## src/rtl/seq_ctrl.sv

```systemverilog
// Multi-cycle fetch/decode/execute/memory/write-back sequencer for the 16-bit core.
// Optional interrupt entry state is enabled by defining SEQ_IRQ_EN.
module seq_ctrl #(
    parameter int TIMEOUT = 15,
    parameter int CNT_W   = 4
) (
    input  logic        i_clk,
    input  logic        i_rst,
    input  logic [15:0] i_ir,
    input  logic        i_z,
    input  logic        i_mem_rdy,
`ifdef SEQ_IRQ_EN
    input  logic        i_irq,
    output logic        o_irq_ack,
`endif
    output logic        o_ir_we,
    output logic        o_imm_sel,
    output logic [2:0]  o_alu_op,
    output logic        o_alu_b_sel,
    output logic        o_pc_we,
    output logic [1:0]  o_pc_sel,
    output logic        o_addr_sel,
    output logic        o_mem_req,
    output logic        o_mem_we,
    output logic        o_reg_we,
    output logic        o_wd_sel,
    output logic        o_halted,
    output logic        o_bus_err
);

    typedef enum logic [2:0] {
        S_FETCH, S_DECODE, S_EXEC, S_MEM, S_WB, S_HALT, S_IRQ
    } state_t;

    state_t           r_state;
    logic [CNT_W-1:0] r_cnt;
    logic             r_bus_err;

    logic [2:0] w_cls;
    logic       w_req;
    logic       w_timeout;
    logic       w_unused;
    state_t     w_fetch_tgt;

    assign w_cls     = i_ir[15:13];
    assign w_req     = (r_state == S_FETCH) || (r_state == S_MEM);
    assign w_timeout = w_req && !i_mem_rdy && (r_cnt == CNT_W'(TIMEOUT - 1));
    assign w_unused  = &{1'b0, i_ir[9:0]};

`ifdef SEQ_IRQ_EN
    assign w_fetch_tgt = i_irq ? S_IRQ : S_FETCH;
`else
    assign w_fetch_tgt = S_FETCH;
`endif

    // The wait counter only runs while a request is stalled, so it restarts on every entry.
    always_ff @(posedge i_clk or posedge i_rst) begin
        if (i_rst) begin
            r_state   <= S_FETCH;
            r_cnt     <= '0;
            r_bus_err <= 1'b0;
        end else begin
            if (w_req && !i_mem_rdy)
                r_cnt <= r_cnt + 1'b1;
            else
                r_cnt <= '0;
            case (r_state)
                S_FETCH: begin
                    if (i_mem_rdy) begin
                        r_state <= S_DECODE;
                    end else if (w_timeout) begin
                        r_state   <= S_HALT;
                        r_bus_err <= 1'b1;
                    end
                end
                S_DECODE: r_state <= S_EXEC;
                S_EXEC: begin
                    case (w_cls)
                        3'b000, 3'b001: r_state <= S_WB;
                        3'b010, 3'b011: r_state <= S_MEM;
                        3'b111:         r_state <= S_HALT;
                        default:        r_state <= w_fetch_tgt;
                    endcase
                end
                S_MEM: begin
                    if (i_mem_rdy) begin
                        r_state <= (w_cls == 3'b011) ? w_fetch_tgt : S_WB;
                    end else if (w_timeout) begin
                        r_state   <= S_HALT;
                        r_bus_err <= 1'b1;
                    end
                end
                S_WB:    r_state <= w_fetch_tgt;
                S_HALT:  r_state <= S_HALT;
                S_IRQ:   r_state <= S_FETCH;
                default: r_state <= S_FETCH;
            endcase
        end
    end

    // Strobes decode from state and are forced low while reset is held.
    always_comb begin
        o_ir_we     = 1'b0;
        o_imm_sel   = 1'b0;
        o_alu_op    = 3'b000;
        o_alu_b_sel = 1'b0;
        o_pc_we     = 1'b0;
        o_pc_sel    = 2'b00;
        o_addr_sel  = 1'b0;
        o_mem_req   = 1'b0;
        o_mem_we    = 1'b0;
        o_reg_we    = 1'b0;
        o_wd_sel    = 1'b0;
        o_halted    = 1'b0;
`ifdef SEQ_IRQ_EN
        o_irq_ack   = 1'b0;
`endif
        if (!i_rst) begin
            case (r_state)
                S_FETCH: begin
                    o_mem_req = 1'b1;
                    if (i_mem_rdy) begin
                        o_ir_we = 1'b1;
                        o_pc_we = 1'b1;
                    end
                end
                S_EXEC: begin
                    case (w_cls)
                        3'b000: o_alu_op = i_ir[12:10];
                        3'b001: begin
                            o_alu_op    = i_ir[12:10];
                            o_alu_b_sel = 1'b1;
                            o_imm_sel   = 1'b1;
                        end
                        3'b010, 3'b011: begin
                            o_alu_b_sel = 1'b1;
                            o_imm_sel   = 1'b1;
                        end
                        3'b100: begin
                            if (!i_ir[12] || i_z) begin
                                o_pc_we  = 1'b1;
                                o_pc_sel = 2'b01;
                            end
                        end
                        default: ;
                    endcase
                end
                S_MEM: begin
                    o_mem_req   = 1'b1;
                    o_addr_sel  = 1'b1;
                    o_alu_b_sel = 1'b1;
                    o_imm_sel   = 1'b1;
                    o_mem_we    = (w_cls == 3'b011);
                end
                S_WB: begin
                    o_reg_we = 1'b1;
                    o_wd_sel = (w_cls == 3'b010);
                end
                S_HALT: o_halted = 1'b1;
                S_IRQ: begin
                    o_pc_we  = 1'b1;
                    o_pc_sel = 2'b10;
`ifdef SEQ_IRQ_EN
                    o_irq_ack = 1'b1;
`endif
                end
                default: ;
            endcase
        end
    end

    assign o_bus_err = r_bus_err;

endmodule
```

## config.mk

```make
export PLATFORM = sky130hd
export DESIGN_NAME = seq_ctrl
export DESIGN_NICKNAME = d
export VERILOG_FILES = /design/src/rtl/seq_ctrl.sv
export SDC_FILE = /design/constraint.sdc
export NUM_CORES = 1
export LEC_CHECK = 0
export CORE_AREA = 2 2 43 45
export DETAILED_ROUTE_END_ITERATION = 16
export DIE_AREA = 0 0 45 47
export PLACE_DENSITY = 0.86
export SLEW_MARGIN = 20
export SYNTH_ARGS = -nofsm -noshare
export SYNTH_HDL_FRONTEND = slang
export SYNTH_SLANG_ARGS = --single-unit
export TNS_END_PERCENT = 20
```

## constraint.sdc

```tcl
create_clock -name i_clk -period 3 [get_ports i_clk]
set_input_delay 0.3 -clock i_clk [delete_from_list [all_inputs] [get_ports i_clk]]
set_output_delay 0.3 -clock i_clk [all_outputs]
set_load 0.03 [all_outputs]
```

# Word-level counts from Yosys, hierarchy flattened
# Index checks and enable logic that the tools add are counted.
[word_totals] in_bits=20 ff_bits=8 wordCells=66 output_inout_bits=16
[classes] eq_ne=12 n_reduce_logical=13 bitwise_logic=1 n_addsub=1 n_mux=36
[op_table] op="$mux W1" count=22
[op_table] op="$mux W3" count=7
[op_table] op="$eq A3 B3 Y1 const B" count=5
[op_table] op="$pmux W3 S5" count=1
[op_table] op="$eq A3 B2 Y1 const B" count=4
[op_table] op="$pmux W3 S3" count=1
[op_table] op="$eq A3 B1 Y1 const B" count=2
[op_table] op="$logic_not A3 Y1" count=2
[op_table] op="$reduce_or A2 Y1" count=3
[op_table] op="$add A4 B1 Y4 const B" count=1
[op_table] op="$eq A4 B4 Y1 const B" count=1
[op_table] op="$mux W4" count=1
[op_table] op="$pmux W2 S2" count=1
[op_table] op="$pmux W1 S3" count=1
[op_table] op="$reduce_and A3 Y1" count=1
[op_table] op="$reduce_or A3 Y1" count=1
[op_table] op="$logic_and A1 B1 Y1" count=2
[op_table] op="$logic_not A1 Y1" count=2
[op_table] op="$logic_or A1 B1 Y1" count=2
[op_table] op="$mux W2" count=1
[op_table] op="$pmux W1 S2" count=1
[op_table] op="$not A1 Y1" count=1

# Logic depth before layout (Yosys ltp)
[depth] depth_word=7 ltp_mapped=5 mapped_depth_nobuf=5

# Worst setup path after synthesis
# OpenSTA, ideal clock, no wires.
[synth_path] path_type="reg-to-output" start="register r_state[0]" end="output o_wd_sel" t_arrival_ps=2000 required_time_ps=2700 setup_slack_ps=700 path_buffers=1 stages_incl_launch_ff=5 cell_sequence="dfrtp_1 > clkbuf_1 > nor2_1 > and2_1 > nor4bb_1"
[synth_between] elab_chain_len=3
[synth_rtl] item="from (decl)" line_no="35" source="state_t r_state;"
[synth_rtl] item="from (signal assigned)" line_no="82" source="default: r_state <= w_fetch_tgt;"
[synth_rtl] item="from (signal assigned)" line_no="87" source="r_state <= (w_cls == 3'b011) ? w_fetch_tgt : S_WB;"
[synth_rtl] item="from (signal assigned)" line_no="93" source="S_WB: r_state <= w_fetch_tgt;"
[synth_rtl] item="$eq A3 B3 Y1" line_no="119" source="case (r_state)"
[synth_rtl] item="$mux W1" line_no="119"
[synth_rtl] item="$mux W1" line_no="118" source="if (!i_rst) begin"
[synth_rtl] item="to (decl)" line_no="26" source="output logic o_wd_sel,"
# Every way passes these cells.

# Worst setup path in the final report
[layout_path] start="input i_ir[15]" end="output o_pc_we"
[layout_between] elab_chain_len=4
[layout_rtl] item="from (decl)" line_no="9" source="input logic [15:0] i_ir,"
[layout_rtl] item="$eq A3 B3 Y1" line_no="128" source="case (w_cls)"
[layout_rtl] item="$mux W1" line_no="128"
[layout_rtl] item="$pmux W1 S3" line_no="119"
[layout_rtl] item="$mux W1" line_no="118"
[layout_rtl] item="to (decl)" line_no="20" source="output logic o_pc_we,"
# Every way passes these cells.

==> flow_summary_export.csv <==
group,metric,value,unit
global_routing,groute.usage.overall,15.4,%
floorplan,fp-row-count,15,
timing,min_period,2570,ps
detailed_routing,route.antenna.remaining_nets,0,
finish,final_core_utilization,53.6,%
clock_tree,clkSinkCount,8,
placed_design,detailed_place_hpwl,1070,um
timing,finalCritPeriodShare,85.6,%
global_routing,number_of_global_route_vias_before_repair,495,
timing,grt_setup_unrepaired,"no",
detailed_routing,post_dr_vias_cell,5.31,
clock_tree,number_of_buffers_on_the_longest_clock_path,2,
global_routing,number_of_antenna_violations_at_the_first_check_in_global_routing,0,
finish,area.sequential,200,sq um
logic_synthesis,postSynth.topFlopCell,"dfrtp_1",
logic_synthesis,postSynthAreaPerCell,8.52,sq um
setup_path,slowest_cell_on_crit_path,"clkdlybuf4s50_1",
pwr,power.density_cell_area,656,nW/um^2
floorplan,die_height,47,um
logic_synthesis,synth_cell_type_count,34,
finish,multiInputGateArea,368,sq um
setup_path,highest_net_fanout_along_the_worst_path,6,
placed_design,io_buffers,25,
global_routing,grt_remaining_overflow,0,
finish,layout.filler_cells,154,
floorplan,die_area,2120,sq um
clock_tree,tritoncts.num_buffers,3,
logic_synthesis,synth.ff_latch_count,8,
setup_path,crit_path_frequent_cell,"clkdlybuf4s50_1",
finish,area_growth_syn_to_layout,44.3,%
timing,finalSetupViolations,0,
finish,num_antenna_cells,0,
clock_tree,tritoncts,"yes",
detailed_routing,finalWirelength,1420,um
setup_path,timing.critical_path.cells,"clkdlybuf4s50_1, nand2b_1, or4_1, a21oi_1, clkdlybuf4s50_1",
logic_synthesis,ys_top_cells_by_area,"dfrtp_1 33%, nor2_1 6.7%, and2_1 4.1%, ha_1 4.1%, nor2b_1 4.1%",
clock_tree,clk_pin_slew_worst_setup_hold_paths,50,ps
timing,timing.slew.headroom,73.3,%
setup_path,worstSetupStartpointType,"primary input",
timing,finalHoldViolations,0,
floorplan,num_io_pins,36,
global_routing,first_pass_grt_wire_length,2280,um
logic_synthesis,synthesis.instances,72,
logic_synthesis,synth-warning-count,0,
placed_design,routabilityCongestion,0.797,
detailed_routing,via_count,600,
logic_synthesis,synth-seq-area-share,32.7,%
logic_synthesis,synth_enable_flop_cells,0,
detailed_routing,wl_per_cell,12.6,um
setup_path,crit_type,"primary input to output port",
logic_synthesis,number_of_nets_produced_by_synthesis,94,
min_path,hold_path_class,"primary input to asynchronous set/reset pin",
setup_path,worstPathRequired,2700,ps
detailed_routing,remaining_drc_errors,0,
finish,share_of_post_route_cells_with_drive_strength_above_1,7.29,%
pwr,clockPowerShare,14.0,%
logic_synthesis,post_synth_fa_ha_maj_area_fraction,4.08,%
clock_tree,post_cts_resized,0,
clock_tree,post_cts_buffers,0,
pwr,cellLeakagePower,0.367,nW
logic_synthesis,postSynth.asyncResetShare,100,%
timing,tightest_slew,400,ps
run_status,outcome,"finished, final reports clean",
logic_synthesis,cell_accounting_for_the_most_synthesized_area,"dfrtp_1",
logic_synthesis,synth-xor-area-share,2.86,%
logic_synthesis,yosys.area_share.simple,36.7,%
pwr,p_sw_share,44.6,%
setup_path,worst_path_largest_cell_delay,680,ps
pwr,total_internal_power,321,uW
setup_path,kind_of_end_point_of_the_critical_path,"output port",
logic_synthesis,compound_cell_area_share_of_the_yosys_netlist,16.3,%
pwr,share_comb_of_total_power,49.9,%
finish,net_count_of_the_finished_layout,120,
floorplan,die_w,45,um
clock_tree,clk-insertion-delay-late,250,ps
pwr,power.ir.vdd_worst,0.000355,V
clock_tree,postCtsHoldBufs,0,
pwr,p_seq_share,36.1,%
setup_path,worstPathArrival,2270,ps
timing,fin_tns_setup,0,ps
logic_synthesis,synth.top_cell.area_share,32.7,%
flow_run,maxCapViolCount,0,
timing,worst_clock_skew,3.12,ps
floorplan,design.core.area,1650,sq um
floorplan,initial_utilization,37.1,%
logic_synthesis,netlist_area,613,sq um
clock_tree,ctsRootBufferMaster,"clkbuf_4",
global_routing,maximum_number_of_pins_on_one_net_before_global_route_repair,17,
timing,slew_viol_final,0,
logic_synthesis,synth_top_family_by_area,"simple AND/OR/NAND/NOR gates",
pwr,switchingPower,259,uW
clock_tree,h-tree-depth,1,
detailed_routing,detail_route.first_pass.iterations,4,
timing,timing.fmax,389,MHz
detailed_routing,first_iter_violations,14,
logic_synthesis,mux_cell_area_share_after_synthesis,0,%
setup_path,reg2reg_depth,3,
registers in the layout, summed over array words and instances, names as in the netlist:
| name | cells |
|---|---|
| r_state | 3 |
| o_bus_err | 1 |
| r_cnt | 4 |
per-layer routing:
metal	vias to the layer above	global-route usage, %	part of all wire [%]	routed length [um]
met5	-	0	0	0
met4	0	12.4	2.7	39
met3	4	1.15	7.6	108
met2	24	21.7	43	611
met1	267	21.6	47	661
li1	305	-	-	-
cell families (layout without fill, tap and decap cells):
| family | Yosys count | count (layout) |
|---|---|---|
| simple gates | 37 | 37 |
| fa+ha+maj | 2 | 2 |
| compound gates | 14 | 14 |
| xor+xnor | 2 | 2 |
| buf+inv | 9 | 33 |
| flops | 8 | 8 |
power groups by stage:
stage	Sequential [mW]	Clock [mW]	Combinational [mW]
after floorplan	0.166	0	0.256
after global placement	0.207	0	0.288
after detailed placement	0.211	0	0.291
after CTS	0.209	0.0845	0.293
after global routing	0.222	0.0862	0.322
final	0.209	0.0814	0.290
synth_stat cells (2+ instances only):
master     n
and3_1     3
and2_1     4
nor2b_1    4
a21oi_1    2
inv_1      4
nor2_1    11
clkbuf_1   3
o21ai_0    3
nor3b_1    2
ha_1       2
nand3_1    2
dfrtp_1    8
and4b_1    2
nand3b_1   2
layout make-up:
cell class	count	share of cell area (%)
Multi-Input combinational cell	55	41.6
Clock buffer	3	2.55
Timing Repair Buffer	26	29.1
Tap cell	17	2.40
Inverter	4	1.70
Sequential cell	8	22.6
final timing paths:
| path | end | start | slack, ps |
|---|---|---|---|
| max reg2reg | r_state[2] | r_state[1] | 1500 |
| max | o_pc_we | i_ir[15] | 430 |
| max in group asynchronous | o_bus_err | i_rst | 2420 |
| min reg2reg | o_bus_err | o_bus_err | 480 |
| min | r_cnt[0] | i_rst | 450 |
| min in group i_clk | o_bus_err | o_bus_err | 480 |
stage by stage:
step	setup WS [ps]	total power [mW]	instance area (sq um)	std cells	hold slack [ps]
floorplan	700	0.421	613	72	140
global placement	442	0.495	862	110	460
detailed placement	429	0.502	862	110	466
CTS	423	0.586	885	113	441
global route	319	0.630	885	113	487
finish	432	0.581	885	113	448
cells in the final DEF, fill, tap and decap left out, drive strengths merged, types with 2 or more instances in the layout:
cell / count
inv: 4
ha: 2
o21ai: 3
clkbuf: 3
o211ai: 2
nand3: 2
nor2: 11
nor3b: 2
a21oi: 2
nor2b: 4
and4b: 2
and3: 3
nand3b: 2
clkdlybuf4s50: 25
or4: 2
dfrtp: 8
and2: 4
critical path, delay by kind of cell:
family          cells  cell delay, ps
compound gates      1             140
buf+inv             2            1240
simple gates        2             590
Power figures use the tool's default switching activity.
